File: src/rtl/fifo_arb_pkg.sv
// Shared types and helpers for the syn_fifo write-port arbiter.
// Holds the arbiter state enum, counter width and pointer wrap helper.
package fifo_arb_pkg;

  typedef enum logic {
    IDLE   = 1'b0,
    LOCKED = 1'b1
  } arb_state_t;

  localparam int STAT_WIDTH = 16;

  // Increment ptr, wrapping from n-1 back to 0.
  function automatic int rr_next(input int ptr, input int n);
    return (ptr + 1 >= n) ? 0 : ptr + 1;
  endfunction

endpackage

File: src/rtl/rr_pick.sv
// Cyclic priority search: first set bit of valid_i at or after ptr_i.
// Ports: valid_i request vector, ptr_i start index, idx_o winner, found_o any set.
module rr_pick #(
  parameter int N = 4,
  parameter int W = 2
) (
  input  logic [N-1:0] valid_i,
  input  logic [W-1:0] ptr_i,
  output logic [W-1:0] idx_o,
  output logic         found_o
);

  function automatic int wrap_add(input int p, input int k);
    int s;
    s = p + k;
    return (s >= N) ? s - N : s;
  endfunction

  logic [W-1:0] j;

  // Scan from the farthest offset down so the nearest hit wins.
  always_comb begin
    idx_o   = '0;
    found_o = 1'b0;
    j       = '0;
    for (int k = N - 1; k >= 0; k--) begin
      j = W'(wrap_add(int'(ptr_i), k));
      if (valid_i[j]) begin
        idx_o   = j;
        found_o = 1'b1;
      end
    end
  end

endmodule

File: src/rtl/fifo_wr_arbiter.sv
// Round-robin, burst-locking arbiter sharing the syn_fifo write port among
// NUM_REQ valid/ready producers. Zero-latency: the winner's beat is driven
// onto wr_cs/wr_en/data_in in the same cycle it is accepted.
// Ports: clk, rst (async, active-high); req_valid/req_data/req_ready per
// producer; wr_cs, wr_en, data_in, full toward the FIFO; grant_id,
// grant_valid for observation.
// Optional: define FIFO_ARB_STATS_EN to add stat_cnt (per-producer
// accepted-beat counters) and stall_cnt (full-stall cycles), both
// saturating 16-bit.
module fifo_wr_arbiter
  import fifo_arb_pkg::*;
#(
  parameter int NUM_REQ    = 4,
  parameter int DATA_WIDTH = 8,
  parameter int MAX_BURST  = 4
) (
  input  logic                          clk,
  input  logic                          rst,
  input  logic [NUM_REQ-1:0]            req_valid,
  input  logic [NUM_REQ*DATA_WIDTH-1:0] req_data,
  output logic [NUM_REQ-1:0]            req_ready,
  output logic                          wr_cs,
  output logic                          wr_en,
  output logic [DATA_WIDTH-1:0]         data_in,
  input  logic                          full,
  output logic [$clog2(NUM_REQ)-1:0]    grant_id,
  output logic                          grant_valid
`ifdef FIFO_ARB_STATS_EN
  ,
  output logic [NUM_REQ*STAT_WIDTH-1:0] stat_cnt,
  output logic [STAT_WIDTH-1:0]         stall_cnt
`endif
);

  localparam int IW = $clog2(NUM_REQ);
  localparam int BW = $clog2(MAX_BURST + 1);

  arb_state_t state_q, state_d;
  logic [IW-1:0] owner_q, owner_d;
  logic [IW-1:0] rr_ptr_q, rr_ptr_d;
  logic [BW-1:0] burst_q, burst_d;
  logic [IW-1:0] gid_q, gid_d;

  logic [IW-1:0] pick_idx;
  logic          pick_found;
  logic          xfer;
  logic [IW-1:0] win;
  logic          go;

  function automatic logic [IW-1:0] nxt(input logic [IW-1:0] p);
    return IW'(rr_next(int'(p), NUM_REQ));
  endfunction

  rr_pick #(
    .N (NUM_REQ),
    .W (IW)
  ) u_pick (
    .valid_i (req_valid),
    .ptr_i   (rr_ptr_q),
    .idx_o   (pick_idx),
    .found_o (pick_found)
  );

  // Next state. full freezes everything, including a locked owner
  // whose valid has dropped: stalling never releases ownership.
  always_comb begin
    state_d  = state_q;
    owner_d  = owner_q;
    rr_ptr_d = rr_ptr_q;
    burst_d  = burst_q;
    xfer     = 1'b0;
    win      = owner_q;
    gid_d    = (state_q == LOCKED) ? owner_q : gid_q;
    if (!full) begin
      case (state_q)
        IDLE: begin
          if (pick_found) begin
            xfer  = 1'b1;
            win   = pick_idx;
            gid_d = pick_idx;
            if (MAX_BURST > 1) begin
              state_d = LOCKED;
              owner_d = pick_idx;
              burst_d = BW'(1);
            end else begin
              rr_ptr_d = nxt(pick_idx);
            end
          end
        end
        LOCKED: begin
          if (req_valid[owner_q]) begin
            xfer = 1'b1;
            if (burst_q == BW'(MAX_BURST - 1)) begin
              state_d  = IDLE;
              rr_ptr_d = nxt(owner_q);
            end else begin
              burst_d = burst_q + 1'b1;
            end
          end else begin
            // Owner went quiet: one bubble, then rotate past it.
            state_d  = IDLE;
            rr_ptr_d = nxt(owner_q);
          end
        end
        default: state_d = IDLE;
      endcase
    end
  end

  // Reset masks every output combinationally, not just the state.
  assign go          = xfer & ~rst;
  assign wr_cs       = go;
  assign wr_en       = go;
  assign grant_valid = go;
  assign grant_id    = rst ? '0 : gid_d;

  always_comb begin
    req_ready = '0;
    data_in   = '0;
    for (int i = 0; i < NUM_REQ; i++) begin
      if (go && win == IW'(i)) begin
        req_ready[i] = 1'b1;
        data_in      = req_data[i*DATA_WIDTH +: DATA_WIDTH];
      end
    end
  end

  always_ff @(posedge clk or posedge rst) begin
    if (rst) begin
      state_q  <= IDLE;
      owner_q  <= '0;
      rr_ptr_q <= '0;
      burst_q  <= '0;
      gid_q    <= '0;
    end else begin
      state_q  <= state_d;
      owner_q  <= owner_d;
      rr_ptr_q <= rr_ptr_d;
      burst_q  <= burst_d;
      gid_q    <= gid_d;
    end
  end

`ifdef FIFO_ARB_STATS_EN
  logic [STAT_WIDTH-1:0] stat_q [NUM_REQ];
  logic [STAT_WIDTH-1:0] stall_q;

  always_ff @(posedge clk or posedge rst) begin
    if (rst) begin
      for (int i = 0; i < NUM_REQ; i++) begin
        stat_q[i] <= '0;
      end
      stall_q <= '0;
    end else begin
      for (int i = 0; i < NUM_REQ; i++) begin
        if (req_ready[i] && stat_q[i] != '1) begin
          stat_q[i] <= stat_q[i] + 1'b1;
        end
      end
      if (|req_valid && full && stall_q != '1) begin
        stall_q <= stall_q + 1'b1;
      end
    end
  end

  for (genvar i = 0; i < NUM_REQ; i++) begin : g_stat
    assign stat_cnt[i*STAT_WIDTH +: STAT_WIDTH] = stat_q[i];
  end
  assign stall_cnt = stall_q;
`endif

  // Producers must hold valid and data steady until accepted.
  for (genvar i = 0; i < NUM_REQ; i++) begin : g_hold
    a_hold: assert property (@(posedge clk) disable iff (rst)
      req_valid[i] && !req_ready[i] |=>
        req_valid[i] &&
        $stable(req_data[i*DATA_WIDTH +: DATA_WIDTH]));
  end

endmodule
File: config.mk
export PLATFORM = sky130hd
export DESIGN_NAME = fifo_wr_arbiter
export DESIGN_NICKNAME = d
export VERILOG_FILES = /design/src/rtl/fifo_arb_pkg.sv /design/src/rtl/rr_pick.sv /design/src/rtl/fifo_wr_arbiter.sv
export SDC_FILE = /design/constraint.sdc
export NUM_CORES = 1
export LEC_CHECK = 0
export CORE_AREA = 2 2 64 66
export CTS_BUF_LIST = sky130_fd_sc_hd__clkbuf_4
export DETAILED_ROUTE_END_ITERATION = 10
export DIE_AREA = 0 0 66 68
export GPL_TIMING_DRIVEN = 0
export PLACE_DENSITY = 0.85
export SYNTH_ARGS = -nofsm -noshare
export SYNTH_HDL_FRONTEND = slang
export SYNTH_SLANG_ARGS = --single-unit
File: constraint.sdc
create_clock -name clk -period 2.05 [get_ports clk]
set_clock_uncertainty 0.1 [all_clocks]
set_input_delay 0.205 -clock clk [delete_from_list [all_inputs] [get_ports clk]]
set_output_delay 0.205 -clock clk [all_outputs]
set_load 0.02 [all_outputs]
==> results <==
==> what timing repair did <==
action	4_1_cts	5_1_grt
endpoints found under the setup margin	19	19
pin swaps	24	28
gates cloned	5	0
setup buffers	22	8
resized for setup	160	30
==> layout by cell type (no fill, tap or decap), types with 2 or more instances in the layout <==
cell type / n
a211oi_2: 9
a21oi_1: 20
a21oi_2: 6
a21oi_4: 3
and2_4: 2
and3_1: 8
and4_1: 12
and4_4: 4
buf_2: 2
buf_4: 29
buf_6: 27
buf_8: 6
clkbuf_2: 3
clkbuf_4: 3
clkdlybuf4s50_1: 33
dfrtp_1: 8
dfrtp_2: 2
ha_1: 3
inv_1: 4
inv_2: 2
mux2_2: 2
nand2_1: 35
nand2_8: 2
nand3_1: 8
nor2_1: 3
nor2_4: 2
nor2b_1: 3
nor2b_2: 2
nor3_2: 12
nor3_4: 2
o21ai_0: 4
o22ai_2: 5
o22ai_4: 3
or4_4: 2
==> worst paths after layout <==
check	to	from	cells after the start	slack, ns
min reg2reg	burst_q[1]	burst_q[1]	2	0.41
min	burst_q[0]	rst	2	0.23
max reg2reg	rr_ptr_q[0]	owner_q[0]	5	0.07
max	data_in[0]	rr_ptr_q[0]	7	-0.47
max in group asynchronous	state_q	rst	2	1.32
min in group clk	state_q	req_valid[0]	5	0.35
==> critical path, cell delays in order (launching register included) <==
cell and delay [ns]:
dfrtp_1 0.39, nor2b_2 0.06, or4b_4 0.62, buf_8 0.18, and4_1 0.20, a211oi_2 0.23
o22ai_4 0.11, buf_6 0.14
==> cell usage after synthesis (2+ instances only) <==
cell type and n:
nand2_1 36, a21oi_1 27, and4_1 13, clkbuf_1 11, dfrtp_1 10, nor3_1 10, a211oi_2 8, and3_1 8
nand3_1 8, o22ai_1 8, buf_6 5, inv_1 5, nor2_1 5, nor2b_1 5, nor3_2 4, o21ai_0 4
and4_4 3, ha_1 3, a211oi_1 2, and2_1 2, buf_2 2, buf_4 2, inv_2 2, mux2_2 2
mux2i_1 2, or3_1 2
==> layout make-up <==
cell class | count | area, um2 | share of cell area [%]
plain buffers | 15 | 155 | 5.53
repair buffers | 90 | 883 | 31.5
well taps | 50 | 62.6 | 2.23
clock buffers | 3 | 22.5 | 0.803
flip-flops and latches | 10 | 253 | 9.01
multi-input cells | 169 | 1390 | 49.5
inverters | 8 | 36.3 | 1.29
clock inverters | 1 | 3.75 | 0.134
==> sequential cells by signal, indices dropped and copies added (netlist names) <==
register and count:
burst_q 3, rr_ptr_q 2, state_q 1, gid_q 2, owner_q 2
==> routing by layer <==
layer | vias up | global-route usage, % | routed length (um)
li1 | 943 | - | -
met4 | 0 | 9.18 | 154
met5 | - | 0 | 0
met1 | 1058 | 32.1 | 2500
met3 | 30 | 1.64 | 554
met2 | 159 | 46.0 | 3390
==> per-stage QoR <==
stage | setup TNS, ns | instance area, um2 | std cells | power, mW | setup slack [ns]
finish | -5.48 | 2800 | 346 | 3.19 | -0.471
CTS | -4.74 | 2650 | 339 | 2.78 | -0.422
global route | -6.23 | 2800 | 346 | 3.32 | -0.488
detailed placement | -19.71 | 2270 | 312 | 2.18 | -1.24
floorplan | -0.722 | 1650 | 207 | 1.68 | -0.0820
global placement | -19.31 | 2270 | 312 | 2.14 | -1.22
==> cell families after synthesis <==
logic type | Yosys count | synth area share (%)
compound gates | 55 | 25.3
fa+ha+maj | 3 | 2.48
buf+inv | 28 | 10.1
flops | 10 | 16.5
mux | 5 | 4.29
simple gates | 106 | 41.4
==> power by group through the flow <==
| stage | clock network [mW] | logic (mW) | registers, mW |
|---|---|---|---|
| after floorplan | 0 | 1.35 | 0.332 |
| after global placement | 0 | 1.80 | 0.346 |
| after detailed placement | 0 | 1.83 | 0.350 |
| after CTS | 0.145 | 2.28 | 0.359 |
| after global routing | 0.149 | 2.78 | 0.388 |
| final | 0.145 | 2.66 | 0.379 |
==> out/metrics.cfg <==
[power_and_ir_drop]
powerDensity_mw_per_mm2 = 1140
p_sw_share_pct = 48.6
p_leak_nw = 1.18
p_int_mw = 1.64
combPwrFrac_pct = 83.6
clkPwrFrac_pct = 4.5
peakVddDrop_mv = 0.659
seqPwrFrac_pct = 11.9
switching_power_mw = 1.55

[clock_tree]
cts_tree = built
cts_hold_buf = 0
cts_sinks = 10
clk_pin_slew_ns = 0.07
clock_latency_ns = 0.27
cts_max_path_buffers = 2
htree_levels = 1
numCtsBuffers = 3
cts-root-buf = clkbuf_4

[sta]
setup_ws_ns = -0.471
tightest_slew_ns = 0.514
slew_violations = 0
period_minus_slack_ns = 2.52
period_share_pct = 123
finalSetupViolCount = 17
timing.hold.ws_ns = 0.227
max_freq_ghz = 0.397
slew-limit-headroom_pct = 65.7
hold_viol_final = 0
rsz0062_at_grt = yes

[cells_and_area]
area_delta_synth_final_pct = 85.1
final_core_util_pct = 72.7
fillers = 272
final_nets = 339
drive_gt1_share_pct = 49.3
antenna_cells = 0

[yosys]
synthCells = 207
ys_top_cells_by_area = dfrtp_1 (17%), a21oi_1 (8.9%), nand2_1 (8.9%), and4_1 (7.5%), a211oi_2 (6.6%)
synth_top_area_cell = dfrtp_1
yosysSeqAreaShare_pct = 16.5
synth_edf_count = 0
ys_dominant_reg_cell = dfrtp_1
yosysTopAreaCellShare_pct = 16.5
synth_fp_nets = 249
syn_area_per_cell_um2 = 7.32
synth_cell_type_count = 44
netlist_area_mm2 = 0.00152
synth_warnings = 0
async_flop_share_pct = 100
synth-seq-cells = 10

[outcome]
status = complete, but fails checks
violations = negative setup slack

[critical_path]
endpoint_kind = output pin
setup.worst_path.class = register to output pin
start_kind = register
cp.arrival_ns = 2.22
path_max_fanout = 7
required_ns = 1.75

[die]
start_util_pct = 39.3
core_mm2 = 0.00386
fp.dieH_um = 68
die_area_mm2 = 0.00449
die_x_um = 66
ioPinCount = 56
rows = 23

[global_routing]
grt_max_degree = 12
antenna_found_initial = 0
grt_pass1_vias = 1984
grt_overflow = 0
grt_usage_pct = 25.4
grt_pass1_wl_um = 8920

[flow_run]
cap_violations = 0

[detailed_routing]
dr.pass1.iters = 5
routed_wl_um = 6600
ant_nets = 0
vias = 2190
wl_per_cell_um = 19.1
drc_errors = 0
via_per_inst = 6.33
drtIter0Drc = 166

[place]
gp_congestion = 0.855
io_buffers = 55
dp_hpwl_um = 3540

[min_path]
min_path_type = input port to async pin

(Power assumes the default switching activity.)
